<file path="config.mk">
export PLATFORM = sky130hd
export DESIGN_NAME = multichannel_fir_filter
export DESIGN_NICKNAME = d
export VERILOG_FILES = /design/src/rtl/multichannel_fir_filter.sv
export SDC_FILE = /design/constraint.sdc
export NUM_CORES = 2
export LEC_CHECK = 0
export BUFFER_PORTS_ARGS = -buffer_cell sky130_fd_sc_hd__buf_4
export CAP_MARGIN = 20
export CORE_MARGIN = 2
export CORE_UTILIZATION = 55
export CTS_CLUSTER_SIZE = 30
export DETAILED_ROUTE_END_ITERATION = 12
export GPL_ROUTABILITY_DRIVEN = 0
export PLACE_DENSITY = 0.83
export SYNTH_ARGS = -nofsm -noshare
export SYNTH_HDL_FRONTEND = slang
export SYNTH_SLANG_ARGS = --single-unit
</file>
<file path="constraint.sdc">
create_clock -name Clock -period 11.6 [get_ports Clock]
set_input_delay 1.16 -clock Clock [delete_from_list [all_inputs] [get_ports Clock]]
set_output_delay 1.16 -clock Clock [all_outputs]
set_load 0.02 [all_outputs]
</file>
<file path="src/rtl/multichannel_fir_filter.sv">
// multichannel_fir_filter
//   Time-multiplexed FIR filter for CHANNELS interleaved voices sharing one
//   set of signed Q0.7 tap coefficients. The coefficients are read from an
//   external byte RAM (MemAddr/MemData/MemClk/MemWrite).
//
//   Optional build macro FIR_COEF_CACHE_EN: all taps are loaded into a local
//   register file once after reset. Per-sample processing then runs MAC
//   cycles back to back and does not access the RAM.
//
// Ports
//   Clock        system clock (rising edge)
//   Reset        asynchronous active-low reset
//   SampleValid  one-cycle input strobe
//   SampleIn     CHANNELS packed samples, channel c at [c*DATA_W +: DATA_W]
//   Ready        high when SampleValid will be accepted
//   WaveOut      filtered samples with the same packing; held between updates
//   OutValid     one-cycle strobe while WaveOut carries a new result
//   MemAddr      coefficient RAM address (holds outside FETCH_HI)
//   MemData      coefficient RAM read data
//   MemClk       RAM clock pulse (high for the FETCH_HI cycle)
//   MemWrite     RAM write enable, tied low
//   dbg_state_o  current FSM state
//
// Handshake: a sample transfers on a rising edge where SampleValid && Ready.
// SampleValid while Ready is low is ignored. OutValid is a strobe with no
// backpressure.
module multichannel_fir_filter #(
  parameter int DATA_W   = 24,
  parameter int COEF_W   = 8,
  parameter int TAPS     = 8,
  parameter int CHANNELS = 2,
  parameter int ADDR_W   = 16,
  parameter logic [ADDR_W-1:0] COEF_BASE = 16'h8000
) (
  input  logic                         Clock,
  input  logic                         Reset,
  input  logic                         SampleValid,
  input  logic [CHANNELS*DATA_W-1:0]   SampleIn,
  output logic                         Ready,
  output logic [CHANNELS*DATA_W-1:0]   WaveOut,
  output logic                         OutValid,
  output logic [ADDR_W-1:0]            MemAddr,
  input  logic [COEF_W-1:0]            MemData,
  output logic                         MemClk,
  output logic                         MemWrite,
  output logic [2:0]                   dbg_state_o
);

  localparam int AW = DATA_W + COEF_W + $clog2(TAPS) + 1;
  localparam int PW = DATA_W + COEF_W;
  localparam int KW = (TAPS > 1) ? $clog2(TAPS) : 1;
  localparam int CW = (CHANNELS > 1) ? $clog2(CHANNELS) : 1;
  localparam logic [KW-1:0] K_LAST = KW'(TAPS - 1);
  localparam logic [CW-1:0] C_LAST = CW'(CHANNELS - 1);

  typedef enum logic [2:0] {
    IDLE     = 3'd0,
    SHIFT    = 3'd1,
    FETCH_HI = 3'd2,
    FETCH_LO = 3'd3,
    MAC      = 3'd4,
    DONE     = 3'd5
  } state_t;

  state_t                     state_q, state_d;
  logic [KW-1:0]              k_q, k_d;
  logic [CW-1:0]              c_q, c_d;
  logic                       mem_clk_q, mem_clk_d;
  logic [ADDR_W-1:0]          mem_addr_q, mem_addr_d;
  logic signed [DATA_W-1:0]   x_q    [CHANNELS][TAPS];
  logic signed [AW-1:0]       acc_q  [CHANNELS];
  logic signed [AW-1:0]       acc_d  [CHANNELS];
  logic [DATA_W-1:0]          wave_q [CHANNELS];
  logic signed [COEF_W-1:0]   coef_sel;
  logic signed [PW-1:0]       prod;
  logic                       accept;

`ifdef FIR_COEF_CACHE_EN
  logic signed [COEF_W-1:0]   coef_rf_q [TAPS];
  logic                       loaded_q;
  assign Ready    = (state_q == IDLE) && loaded_q;
  assign coef_sel = coef_rf_q[k_q];
`else
  logic signed [COEF_W-1:0]   coef_q;
  assign Ready    = (state_q == IDLE);
  assign coef_sel = coef_q;
`endif

  assign accept      = Ready && SampleValid;
  assign OutValid    = (state_q == DONE);
  assign MemAddr     = mem_addr_q;
  assign MemClk      = mem_clk_q;
  assign MemWrite    = 1'b0;
  assign dbg_state_o = state_q;

  for (genvar g = 0; g < CHANNELS; g++) begin : g_pack
    assign WaveOut[g*DATA_W +: DATA_W] = wave_q[g];
  end

  // Floor shift back to sample scale, then clamp. The value fits when all
  // bits from the sample sign bit upward agree.
  function automatic logic [DATA_W-1:0] sat(input logic signed [AW-1:0] a);
    logic signed [AW-1:0] s;
    s = a >>> (COEF_W - 1);
    if ((&s[AW-1:DATA_W-1]) || !(|s[AW-1:DATA_W-1])) sat = s[DATA_W-1:0];
    else if (s[AW-1]) sat = {1'b1, {(DATA_W-1){1'b0}}};
    else              sat = {1'b0, {(DATA_W-1){1'b1}}};
  endfunction

  // Next-state logic
  always_comb begin
    state_d    = state_q;
    k_d        = k_q;
    c_d        = c_q;
    mem_clk_d  = 1'b0;
    mem_addr_d = mem_addr_q;
    unique case (state_q)
      IDLE: begin
`ifdef FIR_COEF_CACHE_EN
        if (!loaded_q) begin
          state_d = FETCH_HI;
          k_d     = '0;
        end else if (SampleValid) begin
          state_d = SHIFT;
        end
`else
        if (SampleValid) state_d = SHIFT;
`endif
      end
      SHIFT: begin
        k_d = '0;
        c_d = '0;
`ifdef FIR_COEF_CACHE_EN
        state_d = MAC;
`else
        state_d = FETCH_HI;
`endif
      end
      FETCH_HI: state_d = FETCH_LO;
      FETCH_LO: begin
`ifdef FIR_COEF_CACHE_EN
        // Only reached during the post-reset load.
        if (k_q == K_LAST) begin
          state_d = IDLE;
        end else begin
          k_d     = k_q + KW'(1);
          state_d = FETCH_HI;
        end
`else
        c_d     = '0;
        state_d = MAC;
`endif
      end
      MAC: begin
        if (c_q == C_LAST) begin
          c_d = '0;
          if (k_q == K_LAST) begin
            state_d = DONE;
          end else begin
            k_d = k_q + KW'(1);
`ifdef FIR_COEF_CACHE_EN
            state_d = MAC;
`else
            state_d = FETCH_HI;
`endif
          end
        end else begin
          c_d = c_q + CW'(1);
        end
      end
      DONE:    state_d = IDLE;
      default: state_d = IDLE;
    endcase
    // MemClk/MemAddr are registered so they are stable through FETCH_HI.
    if (state_d == FETCH_HI) begin
      mem_clk_d  = 1'b1;
      mem_addr_d = COEF_BASE + ADDR_W'(k_d);
    end
  end

  // MAC datapath: one channel per cycle, full-precision signed product.
  always_comb begin
    prod = PW'(x_q[c_q][k_q]) * PW'(coef_sel);
    for (int ch = 0; ch < CHANNELS; ch++) begin
      acc_d[ch] = acc_q[ch];
      if (state_q == SHIFT) acc_d[ch] = '0;
      else if (state_q == MAC && CW'(ch) == c_q) acc_d[ch] = acc_q[ch] + AW'(prod);
    end
  end

  always_ff @(posedge Clock or negedge Reset) begin
    if (!Reset) begin
      state_q    <= IDLE;
      k_q        <= '0;
      c_q        <= '0;
      mem_clk_q  <= 1'b0;
      mem_addr_q <= '0;
      for (int ch = 0; ch < CHANNELS; ch++) begin
        acc_q[ch]  <= '0;
        wave_q[ch] <= '0;
        for (int j = 0; j < TAPS; j++) x_q[ch][j] <= '0;
      end
`ifdef FIR_COEF_CACHE_EN
      loaded_q <= 1'b0;
      for (int j = 0; j < TAPS; j++) coef_rf_q[j] <= '0;
`else
      coef_q <= '0;
`endif
    end else begin
      state_q    <= state_d;
      k_q        <= k_d;
      c_q        <= c_d;
      mem_clk_q  <= mem_clk_d;
      mem_addr_q <= mem_addr_d;
      for (int ch = 0; ch < CHANNELS; ch++) acc_q[ch] <= acc_d[ch];
      // The delay lines shift on the accepting edge so SampleIn only has to
      // be valid alongside its strobe; SHIFT then clears the accumulators.
      if (accept) begin
        for (int ch = 0; ch < CHANNELS; ch++) begin
          x_q[ch][0] <= SampleIn[ch*DATA_W +: DATA_W];
          for (int j = 1; j < TAPS; j++) x_q[ch][j] <= x_q[ch][j-1];
        end
      end
      if (state_q == FETCH_LO) begin
`ifdef FIR_COEF_CACHE_EN
        coef_rf_q[k_q] <= MemData;
        if (k_q == K_LAST) loaded_q <= 1'b1;
`else
        coef_q <= MemData;
`endif
      end
      // Load results on entry to DONE so WaveOut is valid with OutValid.
      if (state_q == MAC && state_d == DONE) begin
        for (int ch = 0; ch < CHANNELS; ch++) wave_q[ch] <= sat(acc_d[ch]);
      end
    end
  end

endmodule

</file>
[Word-level counts from Yosys, hierarchy flattened]
Index checks and enable logic that the tools add are counted.
Word-level totals
  input bits: 59
  output and inout port bits: 71
  bits in registers: 536
Cells by class
  add/subtract/negate cells: 5
  equality and inequality tests: 8
  $lt $le $gt $ge: 2
  bitwise operators: 3
  reduce and logical (&&, ||, !) cells: 17
  multiplexer cells: 24
  $mul: 1
Operator list (count)
  192-bit two-way mux: 3
  24-bit two-way mux: 6
  36-bit two-way mux: 4
  36-bit by 32-bit adder with 36-bit output: 2
  24-bit binary-select mux with 3-bit select: 1
  24-bit by 8-bit multiplier with 32-bit output: 1
  16-bit by 3-bit adder with 16-bit output, first input constant: 1
  3-bit two-way mux: 5
  3-bit one-hot mux with 5 select lines: 1
  3-bit equality test, second input constant: 4
  6-bit AND reduction: 2
  6-bit OR reduction: 2
  3-bit by 2-bit equality test with 1-bit output, second input constant: 3
  3-bit one-hot mux with 2 select lines: 1
  2-bit nonzero test: 3
  4-bit greater-or-equal comparator, second input constant: 1
  1-bit logical AND: 4
  3-bit NOT with 4-bit output: 1
  3-bit by 1-bit adder with 3-bit output, second input constant: 1
  3-bit by 1-bit equality test with 1-bit output, second input constant: 1
  3-bit zero test: 1
  2-bit greater-or-equal comparator, second input constant: 1
  1-bit zero test: 2
  1-bit logical OR: 2
  other kinds (6): 7

[Longest topological paths before layout]
  word-level depth: 15
  depth in mapped cells: 42
  gate-level depth less buffers: 38

[Worst setup path before layout]
Ideal clock, no wire load.
  kind: reg2reg
  start point: reg c_q
  end point: reg wave_q (netlist bit WaveOut[10])
  path buffers: 4
  cell stages (with the launch flop): 43
  arrival: 9.694 ns
  setup slack: 1.780 ns
  cells stage by stage: dfrtp_1 clkbuf_1 clkbuf_1 buf_1 mux4_2 mux4_2 and2_1 fa_1 inv_1 fa_1 inv_1 fa_1 inv_1 fa_1 inv_1 ha_1 o21ai_1 nor2_1 [... 7 more ...] nand2b_1 a21oi_1 xnor2_1 ha_1 nand2_1 o21ai_1 or3_1 a21oi_1 a21boi_1 a41oi_1 o211ai_1 a31oi_1 xnor2_1 a22oi_1 inv_1 a41oi_2 buf_2 o21ai_2
RTL lines
  start, declared: line 67  | logic [CW-1:0] c_q, c_d;
  start signal, assigned: line 195  | c_q <= '0;
  start signal, assigned: line 212  | c_q <= c_d;
  end signal, assigned by index: line 200  | wave_q[ch] <= '0;
  end, declared: line 73  | logic [DATA_W-1:0] wave_q [CHANNELS];

==> flow_summary.json <==
{
  "timing.final.setup_violations": 0,
  "worst_path_most_repeated_cell": "inv_1",
  "post_synthesis_cell_area_mm2": 0.03284,
  "dieWidth_um": 248.3,
  "final_layout_size_suffix_gt1_share_pct": 29.44,
  "final_nets": 3129,
  "critical_path_peak_fanout": 55,
  "via_count": 21720,
  "cts_tree": "built",
  "crit_path_start_kind": "register",
  "grt_max_degree": 205,
  "synth_cell_types": 85,
  "crit_required_ns": 12.09,
  "clockRootBuffer": "clkbuf_16",
  "cpMaxStageDelayCell": "dfrtp_4",
  "worst-endpoint-arrival_ns": 11.35,
  "final_common_cell": "dfrtp_1",
  "timing.final.crit_period_ns": 10.86,
  "dpl.hpwl_um": 52880,
  "cp-end-kind": "register",
  "async_reset_ff_share_pct": 100.0,
  "grt_antenna_before_repair": 0,
  "max_stage_delay_ns": 0.96,
  "ant_nets": 0,
  "num_antenna_cells": 0,
  "drt_pre_antenna_iters": 5,
  "fin_crit_sh_pct": 93.62,
  "grt_setup_unrepaired": "no",
  "viasPerCell": 6.034,
  "timing_worst_setup_path_type": "register to register",
  "gr_util_all_layers_pct": 25.01,
  "cts-root-to-sink-buffers": 3,
  "worstMarginPinSlew_ns": 1.104,
  "post_synthesis_cell_count": 2709,
  "port_buffers": 116,
  "floorplan.initialDensity_pct": 55.64,
  "highest_attainable_clock_frequency_mhz": 92.09,
  "clock_tree.htree_level_count": 2,
  "post_cts_resized": 0,
  "layout_common_cells": "dfrtp_1, mux2_2, inv_1",
  "ys_seq_area_share_pct": 39.93,
  "flow.area_growth_from_synthesis_pct": 10.51,
  "ctsHoldBuffers": 0,
  "skew_ns": 0.05230,
  "max_slew_margin_pct": 26.16,
  "totalNegativeSetupSlack_ns": 0,
  "final_routed_wire_length_divided_by_cell_count_um": 20.81,
  "timing.final.hold_violations": 0,
  "maxCapViolations": 0,
  "count_of_flip_flops_with_a_built_in_enable_after_synthesis": 0,
  "holdCritPathClass": "register to register",
  "fp-row-count": 89,
  "drt-total-wl_um": 74910,
  "synth.yosys.warnings": 0,
  "timing_max_transition_violations_final": 0,
  "worst_setup_hold_path_clk_slew_ns": 0.06,
  "first_pass_grt_wire_length_um": 122900,
  "aggregate_global_routing_overflow": 0,
  "vert_die_dim_um": 248.3,
  "drcViolationCount": 0,
  "cts.repair_timing.setup_buffer_count": 0,
  "insertion_delay_ns": 0.65,
  "syn-mean-instance-area_um2": 12.12,
  "cts_sinks": 524,
  "synth_top_flop_cell": "dfrtp_1",
  "design.core.area_mm2": 0.05902,
  "synth_seq_cells": 524,
  "cts_inserted_buffers": 54,
  "ios": 130,
  "run_status": "complete, no violations",
  "drt_iter0_drc": 1632,
  "number_of_global_route_vias_before_repair": 23190,
  "die-area_mm2": 0.06168,
  "r2r_slack_ns": 0.74
}
## cells by family after synthesis
family,share of synthesized area [%]
muxes,22.50
DFF,39.93
and+or+nand+nor,7.914
AOI/OAI and AO/OA,8.158
buffers and inverters,4.652
adders and majority gates,14.43
xor gates and xnor gates,2.397
other,0.01142
## worst max-delay path: cells and delay by family (launching register included)
family	cells	cell delay (ns)
buffers and inverters	5	0.74
flip-flops	1	0.96
adder cells (fa/ha/maj)	6	2.61
AND/OR/NAND/NOR	5	0.88
AO/OA/AOI/OAI	15	3.75
XOR/XNOR	2	0.79
multiplexers	2	0.99
## per-stage QoR
stage	setup WS, ns	utilization (%)	hold WS (ns)	cells	cell area (um2)
3_5_place_dp	0.7050	58.06	0.4675	3498	34260
4_1_cts	0.6695	61.39	0.4910	3597	36230
3_3_place_gp	0.8917	58.06	0.4644	3498	34260
2_1_floorplan	1.780	-	0.4551	2721	32880
5_1_grt	0.08942	61.49	0.5120	3599	36290
6_report	0.7406	61.49	0.4842	3599	36290
## cell usage after synthesis, types with 9 or more instances
cell type	instances	area, um2
nor3_1	13	65.06
or3_1	9	56.30
a31oi_1	9	56.30
o21ai_0	84	420.4
clkbuf_1	94	352.8
nor2_1	74	277.8
o21ai_1	25	125.1
and2_1	132	825.8
nor2_2	22	137.6
a21oi_1	95	475.5
fa_1	153	3063
mux2_2	394	4437
o21ai_2	30	262.8
o21a_1	11	82.58
nand3_1	21	105.1
ha_1	134	1677
a21o_1	47	352.8
and3_1	10	62.56
dfrtp_1	524	13110
a211oi_1	13	97.59
inv_1	217	814.5
nand2_1	177	664.4
nand2b_1	27	168.9
buf_4	14	105.1
mux4_2	120	2703
xor2_1	36	315.3
buf_1	14	52.55
a22o_1	10	87.58
mux2i_1	25	250.2
xnor2_1	48	420.4
## sequential cells by signal, summed over array words and instances, names as in the netlist
name and count:
acc_q 72, MemAddr 4, x_q 384, MemClk 1, WaveOut 48, coef_q 8, c_q 1, k_q 3
dbg_state_o 3
## routing by layer
layer / share of wire [%] / wire length [um] / GRT usage [%] / vias to the layer above
li1: - / - / - / 9611
met1: 40 / 30270 / 32.15 / 11180
met2: 50 / 37750 / 42.36 / 727
met3: 5.2 / 3890 / 3.889 / 201
met4: 4.0 / 2998 / 10.56 / 0
met5: 0 / 0 / 0 / -
## final timing paths
kind	to	start	cells past startpoint
max	WaveOut[2]	k_q[0]	35
min	WaveOut[27]	WaveOut[27]	2
max reg2reg	WaveOut[2]	k_q[0]	35
min reg2reg	WaveOut[27]	WaveOut[27]	2
max in group asynchronous	x_q[257]	Reset	3
min in group asynchronous	WaveOut[36]	Reset	1
## area by class of cell
type | count | area [um2]
fillers | 4305 | 22730
multi-input cells | 1841 | 18260
clock buffers | 72 | 1519
inverters | 218 | 818.3
clock inverters | 27 | 450.4
well taps | 773 | 967.2
flip-flops and latches | 524 | 13120
repair buffers | 144 | 1154
Power is left out: the tool's default activity adds up to more than one toggle a clock period on the data nets, which glitch-free logic cannot reach.
